--- config.mk ---
export PLATFORM = sky130hd
export DESIGN_NAME = hapara_icap_burst_feeder
export DESIGN_NICKNAME = d
export VERILOG_FILES = /design/src/rtl/hapara_icap_feeder_pkg.sv /design/src/rtl/hapara_icap_sync_fifo.sv /design/src/rtl/hapara_icap_burst_feeder.sv
export SDC_FILE = /design/constraint.sdc
export NUM_CORES = 1
export LEC_CHECK = 0
export CELL_PAD_IN_SITES_DETAIL_PLACEMENT = 1
export CELL_PAD_IN_SITES_GLOBAL_PLACEMENT = 1
export CORE_MARGIN = 5
export CORE_UTILIZATION = 55
export CTS_BUF_LIST = sky130_fd_sc_hd__clkbuf_16
export DETAILED_ROUTE_END_ITERATION = 12
export PLACE_DENSITY_LB_ADDON = 0.3
export SLEW_MARGIN = 20
export SYNTH_ARGS = -nofsm -noshare
export SYNTH_HDL_FRONTEND = slang
export SYNTH_SLANG_ARGS = --single-unit
--- constraint.sdc ---
create_clock -name clk -period 7.3 [get_ports clk]
set_clock_uncertainty 0.05 [all_clocks]
set_input_delay 1.46 -clock clk [delete_from_list [all_inputs] [get_ports clk]]
set_output_delay 1.46 -clock clk [all_outputs]
set_load 0.01 [all_outputs]
--- src/rtl/hapara_icap_feeder_pkg.sv ---
// Shared constants for the ICAP burst feeder: FSM state encoding and default sizes.
package hapara_icap_feeder_pkg;

  localparam int DEF_DATA_WIDTH = 32;
  localparam int DEF_FIFO_DEPTH = 16;
  localparam int DEF_LEN_WIDTH  = 24;

  localparam logic [1:0] ST_IDLE  = 2'd0;
  localparam logic [1:0] ST_RUN   = 2'd1;
  localparam logic [1:0] ST_DRAIN = 2'd2;
  localparam logic [1:0] ST_DONE  = 2'd3;

endpackage

--- src/rtl/hapara_icap_sync_fifo.sv ---
// Synchronous word buffer with a registered read port and full/empty flags.
// DEPTH must be a power of two (>= 2) so the pointers wrap on their own.
module hapara_icap_sync_fifo
  import hapara_icap_feeder_pkg::*;
#(
  parameter int WIDTH = DEF_DATA_WIDTH,
  parameter int DEPTH = DEF_FIFO_DEPTH
) (
  input  logic             clk,
  input  logic             rst,
  input  logic             i_flush,
  input  logic             i_push,
  input  logic [WIDTH-1:0] i_data,
  input  logic             i_pop,
  output logic [WIDTH-1:0] o_data,
  output logic             o_full,
  output logic             o_empty
);

  localparam int AW = $clog2(DEPTH);

  logic [WIDTH-1:0] r_mem [DEPTH];
  logic [AW-1:0]    r_wr_ptr;
  logic [AW-1:0]    r_rd_ptr;
  logic [AW:0]      r_count;
  logic [WIDTH-1:0] r_data;
  logic             w_do_push;
  logic             w_do_pop;

  assign o_full    = (r_count == (AW+1)'(DEPTH));
  assign o_empty   = (r_count == '0);
  assign o_data    = r_data;
  assign w_do_pop  = i_pop & ~o_empty;
  // A pop in the same cycle frees a slot, so a full buffer can still take a word.
  assign w_do_push = i_push & (~o_full | w_do_pop);

  always_ff @(posedge clk) begin
    if (w_do_push) begin
      r_mem[r_wr_ptr] <= i_data;
    end
  end

  always_ff @(posedge clk) begin
    if (!rst) begin
      r_wr_ptr <= '0;
      r_rd_ptr <= '0;
      r_count  <= '0;
      r_data   <= '0;
    end else if (i_flush) begin
      r_wr_ptr <= '0;
      r_rd_ptr <= '0;
      r_count  <= '0;
    end else begin
      if (w_do_push) begin
        r_wr_ptr <= r_wr_ptr + AW'(1);
      end
      if (w_do_pop) begin
        r_rd_ptr <= r_rd_ptr + AW'(1);
        r_data   <= r_mem[r_rd_ptr];
      end
      case ({w_do_push, w_do_pop})
        2'b10:   r_count <= r_count + (AW+1)'(1);
        2'b01:   r_count <= r_count - (AW+1)'(1);
        default: r_count <= r_count;
      endcase
    end
  end

endmodule

--- src/rtl/hapara_icap_burst_feeder.sv ---
// Feeds a counted burst of bitstream words from a valid/ready stream into an
// ICAP-writer port (en/we/addr/din), with abort and done/aborted reporting.
module hapara_icap_burst_feeder
  import hapara_icap_feeder_pkg::*;
#(
  parameter int DATA_WIDTH = DEF_DATA_WIDTH,
  parameter int FIFO_DEPTH = DEF_FIFO_DEPTH,
  parameter int LEN_WIDTH  = DEF_LEN_WIDTH
) (
  input  logic                    clk,
  input  logic                    rst,
  input  logic                    cmd_start,
  input  logic [LEN_WIDTH-1:0]    cmd_len,
  input  logic                    cmd_abort,
  input  logic [DATA_WIDTH-1:0]   s_data,
  input  logic                    s_valid,
  output logic                    s_ready,
  output logic                    en,
  output logic [DATA_WIDTH/8-1:0] we,
  output logic [DATA_WIDTH-1:0]   addr,
  output logic [DATA_WIDTH-1:0]   din,
  output logic                    busy,
  output logic                    done,
  output logic                    aborted
);

  localparam int BYTES = DATA_WIDTH / 8;

  logic [1:0]            r_state;
  logic [LEN_WIDTH-1:0]  r_len;
  logic [LEN_WIDTH-1:0]  r_acc;
  logic [LEN_WIDTH-1:0]  r_wr;
  logic [DATA_WIDTH-1:0] r_next_addr;
  logic [DATA_WIDTH-1:0] r_addr;
  logic                  r_en;
  logic                  r_abt;
  logic                  r_done;
  logic                  r_aborted;

  logic                  w_active;
  logic                  w_abort;
  logic                  w_push;
  logic                  w_pop;
  logic                  w_full;
  logic                  w_empty;
  logic [DATA_WIDTH-1:0] w_fifo_data;

  assign w_active = (r_state == ST_RUN) || (r_state == ST_DRAIN);
  assign w_abort  = cmd_abort & w_active;
  assign s_ready  = (r_state == ST_RUN) & ~w_full & (r_acc < r_len);
  // Abort outranks any transfer in the same cycle.
  assign w_push   = s_valid & s_ready & ~w_abort;
  assign w_pop    = w_active & ~w_empty & ~w_abort;

  assign en      = r_en;
  assign we      = {BYTES{r_en}};
  assign addr    = r_addr;
  assign din     = w_fifo_data;
  assign busy    = (r_state != ST_IDLE);
  assign done    = r_done;
  assign aborted = r_aborted;

  hapara_icap_sync_fifo #(
    .WIDTH (DATA_WIDTH),
    .DEPTH (FIFO_DEPTH)
  ) u_fifo (
    .clk     (clk),
    .rst     (rst),
    .i_flush (w_abort),
    .i_push  (w_push),
    .i_data  (s_data),
    .i_pop   (w_pop),
    .o_data  (w_fifo_data),
    .o_full  (w_full),
    .o_empty (w_empty)
  );

  // DONE is entered on the edge that pops the last word, so the state's single
  // cycle overlaps that word's en cycle and the registered done lands right after.
  always_ff @(posedge clk) begin
    if (!rst) begin
      r_state <= ST_IDLE;
      r_len   <= '0;
      r_acc   <= '0;
      r_wr    <= '0;
      r_abt   <= 1'b0;
    end else begin
      case (r_state)
        ST_IDLE: begin
          if (cmd_start) begin
            r_len   <= cmd_len;
            r_acc   <= '0;
            r_wr    <= '0;
            r_abt   <= 1'b0;
            r_state <= (cmd_len == '0) ? ST_DONE : ST_RUN;
          end
        end
        ST_RUN: begin
          if (w_abort) begin
            r_abt   <= 1'b1;
            r_state <= ST_DONE;
          end else if (w_push && (r_acc + LEN_WIDTH'(1) == r_len)) begin
            r_state <= ST_DRAIN;
          end
        end
        ST_DRAIN: begin
          if (w_abort) begin
            r_abt   <= 1'b1;
            r_state <= ST_DONE;
          end else if (w_pop && (r_wr + LEN_WIDTH'(1) == r_len)) begin
            r_state <= ST_DONE;
          end
        end
        default: r_state <= ST_IDLE;
      endcase
      if (w_push) begin
        r_acc <= r_acc + LEN_WIDTH'(1);
      end
      if (w_pop) begin
        r_wr <= r_wr + LEN_WIDTH'(1);
      end
    end
  end

  always_ff @(posedge clk) begin
    if (!rst) begin
      r_en        <= 1'b0;
      r_addr      <= '0;
      r_next_addr <= '0;
      r_done      <= 1'b0;
      r_aborted   <= 1'b0;
    end else begin
      r_en      <= w_pop;
      r_done    <= (r_state == ST_DONE);
      r_aborted <= (r_state == ST_DONE) & r_abt;
      if ((r_state == ST_IDLE) && cmd_start) begin
        r_next_addr <= '0;
      end else if (w_pop) begin
        r_addr      <= r_next_addr;
        r_next_addr <= r_next_addr + DATA_WIDTH'(BYTES);
      end
    end
  end

endmodule

==> impl_metrics.env <==
export IMPL_grt_pass1_vias=18934
export IMPL_final_common_cell="edfxtp_1"
export IMPL_root_buffer="clkbuf_16"
export IMPL_grtUsageTotal_pct=27.9
export IMPL_placed_cells=2724
export IMPL_ctsLongestPathBuffers=3
export IMPL_clkPwrFrac_pct=39.8
export IMPL_dp_slack_ps=2090
export IMPL_totalWireLength_um=81200
export IMPL_synth_cell_type_count=74
export IMPL_place_detailed_hpwl_um=47000
export IMPL_period_share_pct=67.7
export IMPL_cts_resized=0
export IMPL_diodes=0
export IMPL_slew_viol_final=0
export IMPL_seq_power_share_pct=49.6
export IMPL_finalHoldViolations=0
export IMPL_worst_ep_required_time_ps=5790
export IMPL_max_slew_margin_pct=25.8
export IMPL_power_density_nw_per_um2=266
export IMPL_fin_cells=2860
export IMPL_final_core_util_pct=64.0
export IMPL_cp_arrival_ps=3430
export IMPL_netlist_instances=2006
export IMPL_ys_flop_type="edfxtp_1"
export IMPL_min_period_ps=4940
export IMPL_run_status="complete, no violations"
export IMPL_power_total_uw=8920
export IMPL_layout_drive_gt1_share_pct=15.3
export IMPL_viasPerCell=6.39
export IMPL_syn_to_final_growth_pct=15.3
export IMPL_crit_path_top_delay_cell="o311ai_0"
export IMPL_yosysSeqAreaShare_pct=65.4
export IMPL_drc=0
export IMPL_worst_pin_slew_ps=1100
export IMPL_synth_area_leaders="edfxtp_1, dfxtp_1, mux4_2"
export IMPL_port_buffers=131
export IMPL_rsz0062_at_grt="false"
export IMPL_r2r_start="r_len[22]"
export IMPL_dieArea_um2=57600
export IMPL_timing_fmax_ghz=0.202
export IMPL_cts_sinks=695
export IMPL_routabilityCongestion=0.881
export IMPL_critPathLaunchType="register"
export IMPL_holdCritPathClass="reg -> reg"
export IMPL_nFillCells=4779
export IMPL_swShare_pct=25.5
export IMPL_synth_edf_count=512
export IMPL_setup_ws_ps=2360
export IMPL_cts_buffers=72
export IMPL_yosysTopAreaCellShare_pct=52.8
export IMPL_critPathTopFamily="compound AO/OA/AOI/OAI gates"
export IMPL_ys_ff_latch=695
export IMPL_switching_power_uw=2270
export IMPL_worstSetupEndpointType="primary output"
export IMPL_critical_path_buf_inv_count=2
export IMPL_worstSetupStartpoint="r_len[1]"
export IMPL_htree_levels=3
export IMPL_critPathMaxStageDelay_ps=850
export IMPL_drt_iter0_markers=1678
export IMPL_ir_worst_vdd_v=0.000343
export IMPL_yosysTopAreaCell="edfxtp_1"
export IMPL_syn_cell_area_um2=29100
export IMPL_drv_cap=0
export IMPL_avgSynthCellArea_um2=14.5
export IMPL_cp_max_fo=5
export IMPL_synth_warnings=0
export IMPL_ant_nets=0
export IMPL_ioPinCount=134
export IMPL_grt_pass1_wl_um=121000
export IMPL_antenna_found_initial=2
export IMPL_grt_overflow=0
export IMPL_vias=18264
export IMPL_p_leak_uw=0.0106
export IMPL_setup_violations=0
export IMPL_start_util_pct=55.5
export IMPL_wl_per_cell_um=28.4
export IMPL_cts_hold_buf=0
export IMPL_dieHeight_um=240
export IMPL_cts_setup_buffers=0
export IMPL_core_um2=52400
export IMPL_hold_start="addr[11]"
export IMPL_rows=84
export IMPL_async_flop_share_pct=0
export IMPL_nNetsFinal=2215
export IMPL_setup_tns_ps=0
export IMPL_crit_type="reg -> out"
export IMPL_clock_latency_ps=620
export IMPL_p_int_uw=6650
export IMPL_clk_pin_slew_ps=50
export IMPL_mostFrequentLayoutCells="edfxtp_1, nand2_1, dfxtp_1"
export IMPL_fp_dieW_um=240
export IMPL_cp_cell_sequence="inv_1 -> ha_1 -> nor2b_1 -> o211ai_1 -> a21oi_1 -> o311ai_0 -> and3_1 -> clkdlybuf4s50_1"
export IMPL_cts_tree="done"
export IMPL_drt_pass1_iter_count=5
export IMPL_pwr_share_comb_pct=10.6
export IMPL_grt_start_max_net_pins=90
## per-stage QoR
stage,area (um2),hold slack (ps)
3_3_place_gp,31000,392
3_5_place_dp,31200,401
2_1_floorplan,29100,394
6_report,33500,404
4_1_cts,33500,409
5_1_grt,33500,424
## final cells by class
| cell class | count | area (um2) | share of cell area, % |
|---|---|---|---|
| clock buffer | 74 | 1850 | 5.52 |
| tap | 688 | 861 | 2.57 |
| sequential | 695 | 19100 | 56.8 |
| timing repair buffer | 158 | 1730 | 5.17 |
| clock inverter | 58 | 398 | 1.19 |
| multi-input combinational | 1146 | 9490 | 28.3 |
| inverter | 41 | 161 | 0.481 |
## path summary, 6_finish.rpt
kind | to | slack (ps) | cells past startpoint
worst max-delay path | s_ready | 2360 | 8
worst min-delay path | addr[11] | 400 | 2
worst max register to register | u_fifo.r_count[4] | 2570 | 18
worst min register to register | addr[11] | 400 | 2
## flip-flops by register name (all words and copies together), names as in the netlist
register         count
u_fifo.r_rd_ptr      4
u_fifo.r_wr_ptr      4
r_acc               24
r_next_addr         30
u_fifo.r_mem       512
r_state              2
done                 1
u_fifo.o_data       32
addr                30
en                   1
r_len               24
r_abt                1
aborted              1
r_wr                24
u_fifo.r_count       5
## layer usage
metal | up-vias | part of all wire [%] | track usage [%]
met1 | 9423 | 39 | 37.2
met3 | 145 | 6.8 | 4.94
li1 | 7840 | - | -
met5 | - | 0.025 | 0
met2 | 852 | 51 | 48.3
met4 | 4 | 3.0 | 6.91
## power groups by stage
stage	registers, uW	logic (uW)	clock network (uW)
2_1_floorplan	4460	606	0
3_3_place_gp	4490	888	0
3_5_place_dp	4500	928	0
4_1_cts	4420	945	3590
5_1_grt	4430	1020	3800
6_report	4420	950	3550
## tightest hold or removal path: cells and delay by family, from the launching register on
family	cells	cell delay, ps
AOI/OAI and AO/OA	1	50
DFF	1	300
and+or+nand+nor	1	50
## logic make-up (layout without fill, tap and decap cells)
group	Yosys count	in the layout	share of synthesized area, %
flops	695	695	65.4
mux	166	166	12.6
buf+inv	166	331	2.43
xor+xnor	104	104	3.13
compound gates	267	267	5.30
simple gates	567	567	9.38
other cells	1	2	0.0129
fa+ha+maj	40	40	1.72
## synth_stat cells (26+ instances only)
master    instances
o21ai_0          45
nand4_1          26
nand2_1         251
dfxtp_1         183
xor2_1           52
xnor2_1          52
edfxtp_1        512
mux4_2          160
clkbuf_1         80
a21oi_1         159
ha_1             40
nand3_1          41
inv_1            39
nor2_1          105
Power figures use the tool's default switching activity.
